$ cat config.mk
export PLATFORM = sky130hd
export DESIGN_NAME = fft_frontend
export DESIGN_NICKNAME = d
export VERILOG_FILES = /design/src/rtl/fft_frontend_pkg.sv /design/src/rtl/fft_frontend_sat.sv /design/src/rtl/fft_frontend.sv
export SDC_FILE = /design/constraint.sdc
export NUM_CORES = 1
export LEC_CHECK = 0
export CAP_MARGIN = 0
export CELL_PAD_IN_SITES_DETAIL_PLACEMENT = 1
export CELL_PAD_IN_SITES_GLOBAL_PLACEMENT = 1
export CORE_MARGIN = 2
export CORE_UTILIZATION = 40
export DETAILED_ROUTE_END_ITERATION = 7
export PLACE_DENSITY_LB_ADDON = 0.2
export REMOVE_ABC_BUFFERS = 1
export SLEW_MARGIN = 20
export SYNTH_ARGS = -nofsm -noshare
export SYNTH_HDL_FRONTEND = slang
export SYNTH_SLANG_ARGS = --single-unit
$ cat constraint.sdc
create_clock -name clk -period 3.54 [get_ports clk]
set_input_delay 0.354 -clock clk [delete_from_list [all_inputs] [get_ports clk]]
set_output_delay 0.354 -clock clk [all_outputs]
set_load 0.1 [all_outputs]
$ cat src/rtl/fft_frontend_pkg.sv
// Shared definitions for the FFT input front end: default geometry, the
// channel-tag width and the framing FSM encoding.
package fft_frontend_pkg;

   localparam int DEF_WIDTH     = 16;  // signed sample width
   localparam int DEF_NALL      = 9;   // log2 of FFT points per frame
   localparam int DEF_CH        = 2;   // interleaved input channels
   localparam int DEF_GAP_MAX   = 64;  // idle cycles that abort a frame
   localparam int DEF_SYNC_MODE = 1;   // 1 = framing aligned to din_sof
   localparam int CHW           = 2;   // channel tag width, fixed
   localparam int SHIFT_W       = 3;   // gain shift 0..7

   typedef enum logic {
      ST_IDLE = 1'b0,   // waiting for a start-of-frame marker
      ST_RUN  = 1'b1    // accepting samples
   } fe_state_e;

   // Width of a counter that must be able to hold the value gap_max.
   function automatic int gap_width(input int gap_max);
      return (gap_max < 2) ? 1 : $clog2(gap_max + 1);
   endfunction

endpackage

$ cat src/rtl/fft_frontend_sat.sv
// Combinational gain stage: left-shift a signed sample by 0..7 bits in a
// WIDTH+7 bit intermediate and clip the result back into WIDTH bits.
module fe_sat_shift
   import fft_frontend_pkg::*;
#(
   parameter int WIDTH = DEF_WIDTH
) (
   input  logic signed [WIDTH-1:0]   din_i,
   input  logic        [SHIFT_W-1:0] shift_i,
   output logic signed [WIDTH-1:0]   dout_o,
   output logic                      sat_o
);

   localparam int XW = WIDTH + 7;

   logic signed [XW-1:0] wide;
   logic        [XW-WIDTH:0] top_bits;

   // Shift at full precision, then clip to the signed WIDTH-bit range.
   // NOTE: every output of a combinational block is assigned on every path
   // (here and in the top's next-state logic), otherwise a latch is inferred.
   always_comb begin
      wide     = XW'(din_i) <<< shift_i;
      // The value fits iff the sign bit of the narrow result agrees with
      // every bit above it.
      top_bits = wide[XW-1:WIDTH-1];
      sat_o    = !((&top_bits) || !(|top_bits));
      if (!sat_o) begin
         dout_o = wide[WIDTH-1:0];
      end else if (wide[XW-1]) begin
         dout_o = {1'b1, {(WIDTH-1){1'b0}}};
      end else begin
         dout_o = {1'b0, {(WIDTH-1){1'b1}}};
      end
   end

endmodule

$ cat src/rtl/fft_frontend.sv
// FFT input front end: accepts interleaved multi-channel ADC samples, scales
// them with saturation, tags each with a per-channel frame index and flags
// frame completion and frame aborts. One cycle latency, registered outputs.
module fft_frontend
   import fft_frontend_pkg::*;
#(
   parameter int WIDTH     = DEF_WIDTH,
   parameter int NALL      = DEF_NALL,
   parameter int CH        = DEF_CH,
   parameter int SYNC_MODE = DEF_SYNC_MODE,
   parameter int GAP_MAX   = DEF_GAP_MAX
) (
   input  logic                    clk,
   input  logic                    areset,
   input  logic                    din_en,
   input  logic                    din_sof,
   input  logic [CHW-1:0]          din_ch,
   input  logic signed [WIDTH-1:0] din,
   input  logic [SHIFT_W-1:0]      cfg_shift,
   output logic                    dout_en,
   output logic [CHW-1:0]          dout_ch,
   output logic [NALL-1:0]         dout_cnt,
   output logic signed [WIDTH-1:0] dout,
   output logic                    dout_sat,
   output logic                    frame_done,
   output logic                    frame_err
);

   localparam int              GW          = gap_width(GAP_MAX);
   localparam logic [GW-1:0]   GAP_LAST    = GW'(GAP_MAX - 1);
   localparam int              CHL         = CHW + 1;
   localparam logic [CHL-1:0]  CH_LIM      = CHL'(CH);
   localparam logic [NALL-1:0] CNT_IDLE    = '1;
   localparam fe_state_e       RESET_STATE = (SYNC_MODE == 0) ? ST_RUN : ST_IDLE;

   // Framing state
   fe_state_e       state_q, state_d;
   logic [GW-1:0]   gap_q, gap_d;
   logic [NALL-1:0] cnt_q [CH];
   logic [NALL-1:0] cnt_d [CH];

   // Per-cycle decisions
   logic            ch_ok;
   logic            accept;
   logic            timeout;
   logic            restart;
   logic            partial;
   logic            err_d;
   logic [NALL-1:0] sel_cnt;

   // Scaled sample
   logic signed [WIDTH-1:0] scaled;
   logic                    scaled_sat;

   // Output registers
   logic                    dout_en_q;
   logic [CHW-1:0]          dout_ch_q;
   logic [NALL-1:0]         dout_cnt_q;
   logic signed [WIDTH-1:0] dout_q;
   logic                    dout_sat_q;
   logic                    frame_done_q;
   logic                    frame_err_q;

   fe_sat_shift #(
      .WIDTH (WIDTH)
   ) u_sat_shift (
      .din_i   (din),
      .shift_i (cfg_shift),
      .dout_o  (scaled),
      .sat_o   (scaled_sat)
   );

   // Framing FSM next state: sample acceptance and idle-gap timeout.
   always_comb begin
      ch_ok   = ({1'b0, din_ch} < CH_LIM);
      accept  = 1'b0;
      timeout = 1'b0;
      state_d = state_q;
      gap_d   = gap_q;
      case (state_q)
         ST_IDLE: begin
            // Only a start-of-frame on a real channel opens a frame; anything
            // else is discarded without comment.
            if (din_en && din_sof && ch_ok) begin
               accept  = 1'b1;
               state_d = ST_RUN;
            end
         end
         ST_RUN: begin
            if (din_en) begin
               accept = ch_ok;
               gap_d  = '0;
            end else if (gap_q == GAP_LAST) begin
               timeout = 1'b1;
               gap_d   = '0;
               if (SYNC_MODE != 0) begin
                  state_d = ST_IDLE;
               end
            end else begin
               gap_d = gap_q + GW'(1);
            end
         end
         default: state_d = RESET_STATE;
      endcase
   end

   // Per-channel frame counters, the index reported for this sample and the
   // frame-abort condition.
   always_comb begin
      partial = 1'b0;
      for (int c = 0; c < CH; c++) begin
         if (cnt_q[c] != CNT_IDLE) begin
            partial = 1'b1;
         end
      end
      // A start-of-frame or a timeout realigns every channel to the frame
      // boundary; the sof channel then immediately takes index 0.
      restart = timeout || (accept && din_sof);
      sel_cnt = CNT_IDLE;
      for (int c = 0; c < CH; c++) begin
         cnt_d[c] = restart ? CNT_IDLE : cnt_q[c];
         if (accept && (CHW'(c) == din_ch)) begin
            cnt_d[c] = din_sof ? '0 : cnt_q[c] + NALL'(1);
         end
         if (CHW'(c) == din_ch) begin
            sel_cnt = cnt_d[c];
         end
      end
      // Invalid channel tags always count as an error; a realignment is only
      // an abort if some channel was part-way through a frame.
      err_d = (din_en && !ch_ok) || (restart && partial);
   end

   // Framing state registers.
   // NOTE: clocked state uses non-blocking assignments so every register
   // samples its pre-edge inputs regardless of statement order.
   // NOTE: the channel counters are a few flops rather than a RAM, so they
   // take the asynchronous reset like the rest of the state.
   always_ff @(posedge clk or negedge areset) begin
      if (!areset) begin
         state_q <= RESET_STATE;
         gap_q   <= '0;
         for (int c = 0; c < CH; c++) begin
            cnt_q[c] <= CNT_IDLE;
         end
      end else begin
         state_q <= state_d;
         gap_q   <= gap_d;
         for (int c = 0; c < CH; c++) begin
            cnt_q[c] <= cnt_d[c];
         end
      end
   end

   // Output registers: data fields update only on an accepted sample and hold
   // otherwise; the strobes are single-cycle.
   always_ff @(posedge clk or negedge areset) begin
      if (!areset) begin
         dout_en_q    <= 1'b0;
         dout_ch_q    <= '0;
         dout_cnt_q   <= CNT_IDLE;
         dout_q       <= '0;
         dout_sat_q   <= 1'b0;
         frame_done_q <= 1'b0;
         frame_err_q  <= 1'b0;
      end else begin
         dout_en_q    <= accept;
         frame_done_q <= accept && (sel_cnt == CNT_IDLE);
         frame_err_q  <= err_d;
         if (accept) begin
            dout_ch_q  <= din_ch;
            dout_cnt_q <= sel_cnt;
            dout_q     <= scaled;
            dout_sat_q <= scaled_sat;
         end
      end
   end

   assign dout_en    = dout_en_q;
   assign dout_ch    = dout_ch_q;
   assign dout_cnt   = dout_cnt_q;
   assign dout       = dout_q;
   assign dout_sat   = dout_sat_q;
   assign frame_done = frame_done_q;
   assign frame_err  = frame_err_q;

endmodule

### Word level (Yosys, flattened, before mapping)

Index checks and enable logic that the tools add are counted.

* $add $sub $neg: 3
* bitwise operators: 1
* reductions and logical operators: 17
* mux-type cells: 23
* magnitude comparators: 1
* equal/unequal tests: 5
* shift-type cells: 1

Operators with widths (number)
* 9-bit two-way mux: 8
* 16-bit two-way mux: 2
* 16-bit by 3-bit <<< shifter with 23-bit output: 1
* 9-bit by 1-bit adder with 9-bit output, second input constant: 2
* 9-bit != test, second input constant: 2
* 7-bit two-way mux: 2
* 9-bit equality test, second input constant: 1
* 1-bit two-way mux: 9
* 1-bit logical AND: 8
* 8-bit AND reduction: 1
* 8-bit OR reduction: 1
* 7-bit by 1-bit adder with 7-bit output, second input constant: 1
* 7-bit by 6-bit equality test with 1-bit output, second input constant: 1
* 1-bit case mux with 2 select lines: 2
* 1-bit zero test: 3
* 1-bit logical OR: 3
* 1-bit by 2-bit equality test with 1-bit output, first input constant: 1
* 2-bit zero test: 1
* 2-bit less-than comparator, second input constant: 1
* 1-bit inverter: 1

* register bits: 57
* input bits: 25
* output and inout bits: 31

### Depth between registers and ports, before layout

* word-level depth: 12
* gate-level depth with buffers: 10
* mapped depth without buffers: 10

### Cells and area by module

Synthesis repeated with hierarchy kept, for this count alone.

* cell total of the unflattened synthesis: 473
* area, all modules: 4249.1 sq um

Modules (own cells, without submodules)
* fft_frontend: sequential area each 1460.2 sq um, area each 3168.0 sq um, times used 1, cells each 350
* fe_sat_shift: sequential area each 0.0 sq um, area each 1081.0 sq um, times used 1, cells each 123

### Worst setup path before layout

Ideal clock, no wire load.

* path kind: reg2reg
* from: register cnt_q[0] (netlist bit)
* to: register frame_done_q, in the netlist frame_done
* cell stages (with the launch flop): 10
* period minus slack after synthesis: 2.107 ns
* arrival time: 1.971 ns
* slack: 1.433 ns
* data required time: 3.404 ns
* library setup time: 0.136 ns
* cells stage by stage: dfstp_2 > ha_1 > and4_1 > and4_1 > ha_1 > a21oi_1 > a31oi_1 > mux2_2 > nand4_1 > nor4_2

RTL lines
* from (decl): line fft_frontend.sv:39 `logic [NALL-1:0] cnt_q [CH];`
* from (signal, indexed assignment): line fft_frontend.sv:150 `cnt_q[c] <= cnt_d[c];`
* to (signal assigned): line fft_frontend.sv:168 `frame_done_q <= accept && (sel_cnt == CNT_IDLE);`
* to (decl): line fft_frontend.sv:61 `logic frame_done_q;`

==> results.md <==
- Pwr dens: 558 nW/um^2
- Worst hold-check path type: in2async
- Largest area contributor in the netlist: dfrtp_1
- Post-synthesis compound-gate area fraction: 23.8%
- Post-synthesis simple-gate area fraction: 18.3%
- Largest family of logic cells by synthesized area: compound AO/OA/AOI/OAI gates
- Synth warn: 0
- Max_cap viols: 0
- Starting Density: 40.7%
- Slew Limit Fails: 0
- Slack of the critical path: 0.886 ns
- Sequential element share of the synthesized area: 41.6%
- FF+latch area: 1460 um^2
- Post-Synthesis Cell Area: 3510 um^2
- Core region area: 8640 um^2
- Clock latency on the worst-skew pair: 0.34 ns
- Cells after synthesis: 385
- HPWL after DPL: 7770 um
- Pre-antenna DRT Iters: 4
- GRT Resource Usage Total: 22.9%
- Synth area leaders: dfrtp_1, dfstp_2, nand2_1
- Leak Pwr: 0.00179 uW
- FILL cells: 1,009
- Area of the multi-input gates: 1880 um^2
- Worst vdd ir: 0.337 mV
- Post-route setup TNS: 0 ns
- Worst r2r src: state_q
- Residual DRC count: 0
- Row count: 34
- H-tree depth: 3
- Die Y: 97.7 um
- Iteration-0 DRC Markers: 113
- Critical path fanouts, max: 11
- Tcrit/Tclk final: 75.0%
- I/O pin count: 56
- Run status: finished clean
- Dpl cell area: 4150 um^2
- Via count: 3,189
- Unique cell type count in the Yosys netlist: 59
- Max Freq: 0.377 GHz
- Total Power: 2430 uW
- Worst-margin pin slew: 0.993 ns
- Setup crit end kind: register
- Maximum clock path buffer count: 2
- CTS tree: built
- Gpl congestion: 0.833
- Synth Area in XOR/XNOR: 0.249%
- CTS Sinks: 57
- Adder-cell share of the synthesized area: 1.78%
- WS Path Type: in2reg
- Initial antenna violation count: 0
- CP Launch Type: input port
- DR WL/cell: 19.1 um
- CTS Root Buffer Type: clkbuf_8
- Number of nets in the layout: 466
- Start point of the critical path: din_sof
- Postcts setup bufs: 0
- Post-synthesis mux area share: 9.34%
- Number of synthesized flops with an enable pin: 0
- Critical Path RT: 3.74 ns
- Total global routing overflow: 0
- First-pass GRT wire length: 17,500 um
- Largest net degree at the start of global routing: 47
- Crit path DAT: 2.85 ns
- Post-route minimum period: 2.65 ns
- Clk_skew: 0.00750 ns
- Async set-reset flop share out of synthesis: 100%
- Post-CTS Resized: 0
- Top-area cell type share of the netlist area: 21.4%
- Routed WL: 10,500 um
- Final instance area: 4350 um^2
- TritonCTS Buffers: 9
- Synthesized area per cell: 9.12 um^2
- Hold_buf cts: 0
- Vias in the first global route: 3,380
- Hold_ws: 0.0114 ns
- Total die area: 9540 um^2
- Reg clk slew, reported paths: 0.07 ns
- Layout cells sized above 1: 17.7%
- Worst slack, placed: 0.567 ns
- Post-DRT Antenna Nets: 0
- PortBufs: 55
- Final hold violations: 0
- Via density: 5.81
- RSZ-0062 raised after global routing: false
- Final setup fails: 0
- Number of diodes: 0
- #FFs+latches synth: 57
- Area Overhead vs Synth: 23.9%
- Max transition margin: 33.6%
- Top_reg_cell synth: dfrtp_1
- Die W: 97.7 um
==> kinds of logic (layout without fill, tap and decap cells) <==
kind of cell | Yosys count | in the layout
mux | 22 | 22
fa+ha+maj | 5 | 5
xor+xnor | 1 | 1
compound gates | 126 | 126
simple gates | 135 | 135
flops | 57 | 57
buf+inv | 39 | 95
==> layout by cell type (no fill, tap or decap), types with 5 or more instances in the layout <==
cell,count
o21ai_0,18
and3_1,5
nand2_1,57
o21a_1,6
nand3_1,11
a21oi_1,40
mux4_2,7
a21o_1,5
ha_1,5
nor2_1,27
a31oi_1,5
clkdlybuf4s50_1,54
dfstp_2,27
nor3_1,7
dfrtp_1,30
o21ai_1,7
buf_4,12
o22a_1,17
mux2i_1,11
nor2b_1,5
clkbuf_8,9
inv_1,12
==> routing by layer <==
| layer | GRT usage [%] | part of all wire [%] | routed length (um) |
|---|---|---|---|
| met1 | 31.8 | 48 | 5050 |
| met2 | 37.6 | 48 | 5060 |
| met3 | 3.53 | 2.5 | 265 |
| met4 | 6.20 | 0.92 | 96 |
| met5 | 0 | 0 | 0 |
==> layout make-up <==
class / instances / area share (%)
Inverter: 13 / 1.12
Clock inverter: 7 / 1.64
Tap cell: 108 / 3.11
Clock buffer: 9 / 2.85
Timing Repair Buffer: 66 / 14.5
Multi-Input combinational cell: 289 / 43.2
Sequential cell: 57 / 33.6
==> registers in the layout, summed over array words and instances, names as in the netlist, 2 cells and up <==
register and cells:
gap_q 7, dout 16, dout_ch 2, dout_cnt 9, cnt_q 18
==> report_power, final <==
group          switching (uW)  internal [uW]
Combinational             663            276
Clock                     289            323
Sequential               88.4            790
==> critical path, cell delays in order <==
cell,delay (ns)
clkdlybuf4s50_1,0.72
nor2_1,0.18
or3_1,0.58
o22a_1,0.28
o22a_1,0.18
mux2_2,0.28
a21oi_1,0.19
nor4_2,0.07
==> cells in the mapped netlist (all sizes together) (8+ instances only) <==
cell type   n
nor2       27
o22a       17
buf        12
o21ai      26
inv        13
mux4        8
nand2      58
clkbuf     14
dfrtp      30
mux2i      11
nor3        9
a21oi      41
dfstp      27
nand3      11
==> path summary, 6_finish.rpt <==
kind	to	slack, ns	depth (start not counted)
min in group clk	dout_cnt[5]	0.47	2
max	frame_done	0.89	8
min reg2reg	dout_cnt[5]	0.47	2
max reg2reg	frame_done	1.03	7
min	gap_q[3]	0.01	1
max in group asynchronous	cnt_q[11]	2.84	2
==> metrics by stage <==
stage                     std cells  util, %
after floorplan                 359        -
after detailed placement        533     48.1
after global routing            549     50.4
after CTS                       549     50.4
final                           549     50.4
after global placement          533     48.1
Power figures use the tool's default switching activity.
